## config.mk

```make
export PLATFORM = sky130hd
export DESIGN_NAME = viterbi_traceback
export DESIGN_NICKNAME = d
export VERILOG_FILES = /design/src/rtl/viterbi_traceback.sv
export SDC_FILE = /design/constraint.sdc
export NUM_CORES = 1
export LEC_CHECK = 0
export BUFFER_PORTS_ARGS = -buffer_cell sky130_fd_sc_hd__buf_2
export CAP_MARGIN = 0
export CELL_PAD_IN_SITES_DETAIL_PLACEMENT = 1
export CELL_PAD_IN_SITES_GLOBAL_PLACEMENT = 1
export CORE_MARGIN = 5
export CORE_UTILIZATION = 46
export CTS_CLUSTER_DIAMETER = 120
export DETAILED_ROUTE_END_ITERATION = 8
export PLACE_DENSITY_LB_ADDON = 0.3
export SYNTH_ARGS = -nofsm -noshare
export SYNTH_HDL_FRONTEND = slang
export SYNTH_SLANG_ARGS = --single-unit
```

## constraint.sdc

```tcl
create_clock -name clk -period 4.72 [get_ports clk]
set_input_delay 0 -clock clk [delete_from_list [all_inputs] [get_ports clk]]
set_output_delay 0 -clock clk [all_outputs]
set_load 0.1 [all_outputs]
```

## src/rtl/viterbi_traceback.sv

```systemverilog
// Traceback unit for the K=3 (4-state) Viterbi decoder: snapshots the decision window and walks the trellis newest-to-oldest.
// Latency: start accepted at edge N -> first out_valid after edge N+DEPTH; window then streams DEPTH bits oldest-first.
// Backpressure: out_ready low holds out_bit/out_last and the emit index; start is ignored while busy.
// Ports: clk/rst_n; start, best_state, dec00_i..dec11_i (snapshot inputs); out_ready;
//        busy, out_valid/out_bit/out_last (output stream), done (pulse), end_state (oldest-step state).
module viterbi_traceback #(
  parameter int DEPTH = 8,
  parameter int CNT_W = 4
) (
  input  logic             clk,
  input  logic             rst_n,
  input  logic             start,
  input  logic [1:0]       best_state,
  input  logic [DEPTH-1:0] dec00_i,
  input  logic [DEPTH-1:0] dec01_i,
  input  logic [DEPTH-1:0] dec10_i,
  input  logic [DEPTH-1:0] dec11_i,
  input  logic             out_ready,
  output logic             busy,
  output logic             out_valid,
  output logic             out_bit,
  output logic             out_last,
  output logic             done,
  output logic [1:0]       end_state
);

  typedef enum logic [1:0] {IDLE = 2'd0, TRACE = 2'd1, EMIT = 2'd2} state_t;

  localparam logic [CNT_W-1:0] LAST = CNT_W'(DEPTH - 1);

  state_t                  state;
  logic [3:0][DEPTH-1:0]   snap;     // snap[s] = decision vector of state s
  logic [DEPTH-1:0]        bits;     // decoded bits, bit 0 oldest
  logic [1:0]              cur;
  logic [CNT_W-1:0]        idx;
  logic [CNT_W-1:0]        eidx;

  logic [DEPTH-1:0]        dec_cur;
  logic [DEPTH-1:0]        dec_sh;
  logic [DEPTH-1:0]        idx_oh;
  logic [DEPTH-1:0]        buf_sh;
  logic                    d_bit;

  // Shifts instead of variable bit-selects keep counter width independent of DEPTH.
  assign dec_cur  = snap[cur];
  assign dec_sh   = dec_cur >> idx;
  assign d_bit    = dec_sh[0];
  assign idx_oh   = {{(DEPTH-1){1'b0}}, 1'b1} << idx;
  assign buf_sh   = bits >> eidx;
  assign out_bit  = buf_sh[0];
  assign out_last = out_valid & (eidx == LAST);

  always_ff @(posedge clk or negedge rst_n) begin
    if (!rst_n) begin
      state     <= IDLE;
      snap      <= '0;
      bits      <= '0;
      cur       <= 2'b00;
      idx       <= '0;
      eidx      <= '0;
      busy      <= 1'b0;
      out_valid <= 1'b0;
      done      <= 1'b0;
      end_state <= 2'b00;
    end else begin
      done <= 1'b0;
      case (state)
        IDLE: begin
          if (start) begin
            snap  <= {dec11_i, dec10_i, dec01_i, dec00_i};
            cur   <= best_state;
            idx   <= LAST;
            busy  <= 1'b1;
            state <= TRACE;
          end
        end
        TRACE: begin
          // Decoded bit is the newest input held in s[1]; predecessor is {s[0], decision}.
          bits <= cur[1] ? (bits | idx_oh) : (bits & ~idx_oh);
          cur  <= {cur[0], d_bit};
          idx  <= idx - CNT_W'(1);
          if (idx == '0) begin
            end_state <= {cur[0], d_bit};
            eidx      <= '0;
            out_valid <= 1'b1;
            state     <= EMIT;
          end
        end
        EMIT: begin
          if (out_ready) begin
            if (eidx == LAST) begin
              // Clearing eidx drops out_last and parks out_bit on the oldest bit.
              eidx      <= '0;
              out_valid <= 1'b0;
              busy      <= 1'b0;
              done      <= 1'b1;
              state     <= IDLE;
            end else begin
              eidx <= eidx + CNT_W'(1);
            end
          end
        end
        default: state <= IDLE;
      endcase
    end
  end

endmodule

```

* Word-level counts from Yosys, hierarchy flattened
Index checks and enable logic that the tools add are counted.
** Cells by class
- Bitwise gates (word level) :: 4
- Shift-type cells :: 3
- Order comparisons :: 1
- Equal/unequal tests :: 7
- Reduce and logical (&&, ||, !) cells :: 12
- Add/subtract/negate cells :: 2
- Multiplexer cells :: 25
** Operator list (count)
- 8-bit binary-select mux with 2-bit select :: 1
- 4-bit 2-to-1 mux :: 4
- 8-bit 2-to-1 mux :: 2
- 4-bit one-hot mux with 2 select lines :: 2
- 8-bit by 4-bit >> shifter with 1-bit output :: 2
- 4-bit AND reduction :: 3
- 2-bit 2-to-1 mux :: 5
- 8-bit bitwise AND :: 1
- 2-bit inequality test (second input constant) :: 4
- 8-bit inverter :: 1
- 8-bit OR :: 1
- 1-bit by 4-bit << shifter with 8-bit output (first input constant) :: 1
- 1-bit 2-to-1 mux :: 7
- 2-bit one-hot mux with 3 select lines :: 1
- 2-bit AND reduction :: 3
- 2-bit nonzero test :: 3
- 4-bit by 1-bit adder with 4-bit output (second input constant) :: 1
- 4-bit by 3-bit == test with 1-bit output (second input constant) :: 1
- 4-bit zero test :: 1
- 1-bit one-hot mux with 2 select lines :: 2
- 2-bit one-hot mux with 2 select lines :: 1
- 4-bit by 1-bit subtractor with 4-bit output (second input constant) :: 1
- 2-bit by 3-bit less-than comparator with 1-bit output (second input constant) :: 1
- 3-bit AND reduction :: 1
- 4 further kinds :: 4
** Storage, ports and cells
- Output and inout bits :: 7
- Logic and storage cells :: 67
- Register bits after elaboration :: 57
- Bits of input ports :: 38

* Longest topological paths before layout
Gate-level depths: netlist of the first run.
- Depth in word-level cells :: 4
- Depth in mapped cells :: 7
- Gate-level depth less buffers :: 6

* Least setup slack after synthesis of the first run
Ideal clock, no wire load.
- Kind :: reg2out
- Start point :: reg eidx[0]
- End point :: out out_bit
- Data arrival time :: 2085 ps
- Required time :: 4720 ps
- Stages on the path, launching flop included :: 4
- Path buffers :: 0
- Setup slack :: 2635 ps
- Cell sequence :: dfrtp_1 mux4_2 mux2i_1 nor2_1
** On the way
- Cells in the longest elaborated chain, start to end :: 1
** RTL lines
- from (decl) :: line 36 : logic [CNT_W-1:0] eidx;
- from (signal assigned) :: line 99 : eidx <= eidx + CNT_W'(1);
- 8-bit by 4-bit >> shifter with 1-bit output :: line 49 : assign buf_sh = bits >> eidx;
- to (decl) :: line 21 : output logic out_bit,
Every way passes these cells.

* Final worst setup path of the first run
- Start point :: reg cur[0]
- End point :: reg cur[0]
** On the way
- Cells in the longest elaborated chain, start to end :: 4
** RTL lines
- from (decl) :: line 34 : logic [1:0] cur;
- from (signal assigned) :: line 71 : cur <= best_state;
- from (signal assigned) :: line 80 : cur <= {cur[0], d_bit};
- 8-bit binary-select mux with 2-bit select :: line 45 : assign dec_cur = snap[cur];
- 8-bit 2-to-1 mux (implied by the code) :: line 45
- 8-bit by 4-bit >> shifter with 1-bit output :: line 46 : assign dec_sh = dec_cur >> idx;
- 2-bit one-hot mux with 2 select lines :: line 67 : case (state)
Every way passes these cells. The select of a mux whose other input is x is not followed.
A chain may end at the register's enable or synchronous reset.

==> reports/qor.yml, run 1 <==
synthesis:
  ys.flop_type: "dfrtp_1"
  syn_inst: 275
  yosys_warnings: 0
  synth-seq-cells: 57
  synth_most_common_cell: "nand2_1"
  synth_cell_type_count: 40
  synthTopCellsByArea: "dfrtp_1, nand2_1, mux4_2"
  synth-seq-area-share: 0.519
  synthArstFlopShare: 1.00
  yosysTopAreaCell: "dfrtp_1"
  synth.top_cell.area_share: 0.519
  synth_nets: 319
  synth_area_per_cell_um2: 9.99
  syn_area_um2: 2750
  yosys-top-cells-count: "nand2_1, dfrtp_1, clkbuf_1, mux4_2, o21ai_0"
  synth_edf_count: 0
worst_setup_path:
  path_cells: "mux4_2 -> a22oi_2 -> and4_1 -> o31ai_1"
  critical_path_buf_inv_count: 0
  cp.arrival_ps: 2160
  crit_path_end: "cur[0]"
  endpoint_kind: "flip-flop"
  critPathLaunchType: "flip-flop"
  rr_worst_depth: 4
  crit_fanout: 14
  critPathRequiredTime_ps: 4930
  critPathTopFamily: "flip-flops"
  crit_cells: 4
  rrSetupSlack_ps: 2770
  r2r_end: "cur[0]"
  worst_path_largest_cell_delay_ps: 800
  critPathKind: "reg -> reg"
  cp-startpoint: "cur[0]"
  regToRegStartpoint: "cur[0]"
  cpMaxStageDelayCell: "dfrtp_1"
global_route:
  busiest_layer: "met2"
  grt_start_max_net_pins: 58
  grt_pass1_wl_mm: 12.6
  grt.total_usage: 0.221
  use_met2: 0.385
  grt_pass1_vias: 2557
  met3_usage: 0.0464
  antenna_found_initial: 0
  met1_usage: 0.255
  grt_overflow_total: 0
detailed_routing:
  drc: 0
  via_per_inst: 5.27
  drt-initial-drc-count: 84
  wl_per_cell_um: 17.1
  drt-total-wl_mm: 7.44
  antenna_left: 0
  first_pass_iters: 4
  dr_total_vias: 2288
cts:
  clockBufferDepth: 2
  cts_tree: "built"
  cts_buffers: 9
  path_clk_slew_ps: 60
  h-tree-depth: 3
  cts.sinks: 57
  clkLatencyLatePin_ps: 340
  cts_root_buf: "clkbuf_8"
flow_run:
  cap_violations: 0
power:
  p_per_area_nw_per_um2: 612
  power_mw: 2.17
  p_leak_nw: 1.76
  ir_drop_v: 0.000287
cells_and_area:
  multiInputGateArea_um2: 1240
  fillers: 632
  drive_above_1_share: 0.228
  seq_area_um2: 1430
  post-route-util: 0.607
  diodes: 0
  syn_to_final_growth_pct: 29.4
  fin_nets: 398
timing:
  rsz0062_at_grt: "false"
  finalCritPeriodShare: 0.413
  hold_ws_ps: 107
  timing.slew.headroom: 0.192
  setup_viol: 0
  setup_ws_ps: 2770
  final.min_clock_period_ps: 1950
  max_freq_ghz: 0.513
  skew_ps: 8.00
  tns_ps: 0
  worst_slew_pin_slew_ps: 1210
  finalHoldViolCount: 0
  final_max_slew_viol_count: 0
die:
  start_util: 0.469
  rows: 28
  fp.dieW_um: 87.3
  ios: 45
  fp.dieH_um: 87.3
  die-area_um2: 7620
  core-area_um2: 5850
place:
  numPortBuffers: 44
  place_congestion: 0.748
  post-dp-hpwl_mm: 4.35
  dp_worst_setup_slack_ps: 2760
hold_path:
  min_path_type: "in -> reg"
outcome:
  status: "finished clean"
[stage by stage]
step / instances / instance area [µm²]
2_1_floorplan: 275 / 2750
4_1_cts: 434 / 3550
3_3_place_gp: 383 / 3010
3_5_place_dp: 383 / 3010
5_1_grt: 434 / 3550
6_report: 434 / 3550
[per-layer routing]
layer  vias up  share of wire
met1      1151           0.40
met3        18          0.031
li1       1075              -
met2        44           0.54
met4         0          0.025
met5         -              0
[repair_timing]
| action | in CTS | in global routing |
|---|---|---|
| hold buffers | 35 | 0 |
| resized for setup | 0 | 0 |
| buffers inserted | 0 | 0 |
| hold endpoints to repair | 92 | 0 |
[worst reg2reg max path, cell delays in order (launching register included)]
cell	delay, ps
dfrtp_1	800
mux4_2	610
a22oi_2	180
and4_1	190
o31ai_1	60
[logic make-up (layout without fill, tap and decap cells)]
| family | count (synthesis) | in the layout | share of synthesized area |
|---|---|---|---|
| buffers and inverters | 16 | 100 | 0.0301 |
| AND/OR/NAND/NOR | 150 | 150 | 0.239 |
| adder cells (fa/ha/maj) | 6 | 6 | 0.0273 |
| multiplexers | 22 | 22 | 0.124 |
| flip-flops | 57 | 57 | 0.519 |
| AO/OA/AOI/OAI | 24 | 24 | 0.0601 |
[report_power, final]
part	internal, mW	switching, mW	total (mW)
registers	0.696	0.206	0.902
logic	0.349	0.483	0.831
clock network	0.246	0.193	0.440
total	1.29	0.882	2.17
[final cells by class]
| cell class | count | share of cell area |
|---|---|---|
| multi-input cells | 202 | 0.350 |
| flip-flops and latches | 57 | 0.401 |
| inverters | 3 | 0.00317 |
| well taps | 75 | 0.0264 |
| repair buffers | 81 | 0.165 |
| clock buffers | 14 | 0.0514 |
| clock inverters | 2 | 0.00282 |
[worst min path at each step]
stage	from	to	slack (ps)	cells past startpoint
after floorplan	rst_n	asynchronous set/reset pin	-300	0
after global placement	rst_n	eidx[3]	190	2
after detailed placement	rst_n	eidx[0]	190	2
after CTS	best_state[0]	cur[0]	110	5
after global routing	best_state[0]	cur[0]	150	5
final	best_state[0]	cur[0]	110	5
[cell usage in the layout, fill, tap and decap left out, types with 3 or more instances in the layout]
cell and n:
nor2b_1 3, mux2_2 6, ha_1 6, dfrtp_1 57, nand2b_1 5, buf_2 44
clkbuf_8 13, o21ai_0 8, a21oi_1 3, dlygate4sd3_1 35, mux2_1 6, inv_1 3
mux4_2 8, nand3_1 5, nand2_1 116, nor2_1 5
Power figures use the tool's default switching activity.
==> run 2, diff against run 1 <==
- ABC_AREA: default -> 1
- CORE_UTILIZATION: 46 -> 41
- clock period: 4.72 -> 1.9 ns (I/O delays scaled with it)
==> run 2 against run 1 <==
Sequential power rose by 140%. Setup slack got worse by 2600 ps. Core utilization fell by 6.5 points. Synthesized cell count rose by 28%. Total power rose to 2.7 times the previous value.
==> reports/qor.yml, run 2 <==
detailed_routing:
  via_per_inst: 4.91
  wl_met1_mm: 3.34
  wl_met3_um: 178
  drt-initial-drc-count: 93
  drc: 0
  first_pass_iters: 4
  wl_per_cell_um: 14.5
  wl_met2_mm: 3.95
  drt-total-wl_mm: 7.58
  top_layer: "met4"
  antenna_left: 0
  dr_total_vias: 2558
die:
  core-area_um2: 6720
  die-area_um2: 8590
  start_util: 0.417
  fp.dieH_um: 92.7
  ios: 45
  rows: 30
  fp.dieW_um: 92.7
synthesis:
  synth_edf_count: 0
  syn_area_um2: 2800
  synth_nets: 395
  yosysTopAreaCell: "dfrtp_1"
  synth.top_cell.area_share: 0.509
  synthArstFlopShare: 1.00
  yosys-top-cells-count: "nand2_1, dfrtp_1, nand3_1"
  synth-seq-area-share: 0.509
  yosys_warnings: 0
  synth-seq-cells: 57
  synth_cell_type_count: 27
  synth_most_common_cell: "nand2_1"
  ys.flop_type: "dfrtp_1"
  synth_area_per_cell_um2: 7.99
  synthTopCellsByArea: "dfrtp_1, nand2_1, nand3_1"
  syn_inst: 351
place:
  place_congestion: 0.871
  post-dp-hpwl_mm: 5.17
  numPortBuffers: 44
  place_inst: 469
  place_area_um2: 3090
cts:
  path_clk_slew_ps: 70
  cts_setup_buffers: 0
  cts.sinks: 57
  cts_buffers: 9
  cts_root_buf: "clkbuf_8"
  h-tree-depth: 3
  clkLatencyLatePin_ps: 330
  clockBufferDepth: 2
  cts_tree: "built"
cells_and_area:
  fillers: 841
  most-common-layout-cells: "nand2_1, dfrtp_1, buf_2"
  mostFrequentLayoutCell: "nand2_1"
  stdcell_area_um2: 3650
  drive_above_1_share: 0.200
  fin_nets: 480
  diodes: 0
  stdcell_count: 521
  syn_to_final_growth_pct: 30.1
worst_setup_path:
  critPathKind: "reg -> out"
  cp.arrival_ps: 1710
  endpoint_kind: "output pin"
  critPathLaunchType: "flip-flop"
  critPathRequiredTime_ps: 1900
  crit_fanout: 7
power:
  power_mw: 5.78
  p_leak_nw: 1.88
  p_per_area_nw_per_um2: 1590
  ir_drop_v: 0.000506
outcome:
  status: "finished clean"
timing:
  final_max_slew_viol_count: 0
  finalHoldViolCount: 0
  rsz0062_at_grt: "false"
  worst_slew_pin_slew_ps: 492
  timing.slew.headroom: 0.675
  final.min_clock_period_ps: 1710
  max_freq_ghz: 0.584
  finalCritPeriodShare: 0.901
  tns_ps: 0
  skew_ps: 7.42
  setup_viol: 0
flow_run:
  cap_violations: 0
global_route:
  grt_pass1_wl_mm: 13.2
  antenna_found_initial: 0
  grt_overflow_total: 0
  grt_start_max_net_pins: 37
  grt.total_usage: 0.196
  grt_pass1_vias: 2851
hold_path:
  min_path_type: "in -> async"
-- run 2: final timing paths --
| check | startpoint | to | slack (ps) | cells past startpoint |
|---|---|---|---|---|
| min in group clk | start | snap[25] | 140 | 5 |
| max reg2reg | idx[0] | eidx[3] | 240 | 9 |
| min reg2reg | snap[24] | snap[24] | 480 | 2 |
| max | eidx[0] | out_bit | 190 | 6 |
| max in group asynchronous | rst_n | snap[13] | 1160 | 3 |
| min | rst_n | snap[9] | 90 | 2 |
-- run 2: worst max-delay path: stages (launching register included) --
cell      delay [ps]
dfrtp_1          430
inv_1            190
nor2_1            60
o221ai_1         190
nand2_1           90
a31oi_2          170
buf_6            250
-- run 2: area by class of cell --
| cell class | instances | area, µm² | share of cell area |
|---|---|---|---|
| multi-input combinational | 263 | 1220 | 0.333 |
| timing repair buffer | 85 | 627 | 0.172 |
| clock buffer | 14 | 183 | 0.0501 |
| tap | 80 | 100 | 0.0274 |
| sequential | 57 | 1430 | 0.391 |
| clock inverter | 2 | 10.0 | 0.00274 |
| inverter | 20 | 85.1 | 0.0233 |
-- run 2: cell families after synthesis --
group / Yosys count / share of synthesized area
compound gates: 34 / 0.0683
fa+ha+maj: 6 / 0.0268
buf+inv: 31 / 0.0607
flops: 57 / 0.509
simple gates: 223 / 0.336
-- run 2: timing repair --
item / CTS / global route
hold buffers: 36 / 0
endpoints found under the setup margin: 1 / 2
hold endpoints to repair: 92 / 0
gates resized for setup: 1 / 2
-- run 2: metrics by stage --
stage               setup WS, ps   util  hold slack (ps)
floorplan                   2.23      -             -296
global route                27.1  0.543              104
detailed placement           219  0.459            -84.2
CTS                         81.4  0.542             91.5
finish                       187  0.543             89.1
global placement             322  0.459            -87.6
-- run 2: where the power goes --
group          internal (mW)  leakage [nW]  total, mW  switching [mW]
Clock                  0.612         0.102       1.09           0.476
Sequential              1.74         0.713       2.13           0.397
Combinational          0.822          1.06       2.56            1.74
Total                   3.17          1.88       5.78            2.61
-- run 2: routing by layer --
| metal | GRT usage | vias up |
|---|---|---|
| met5 | 0 | - |
| met4 | 0.0891 | 0 |
| met3 | 0.0325 | 10 |
| met2 | 0.349 | 30 |
| met1 | 0.232 | 1234 |
| li1 | - | 1284 |
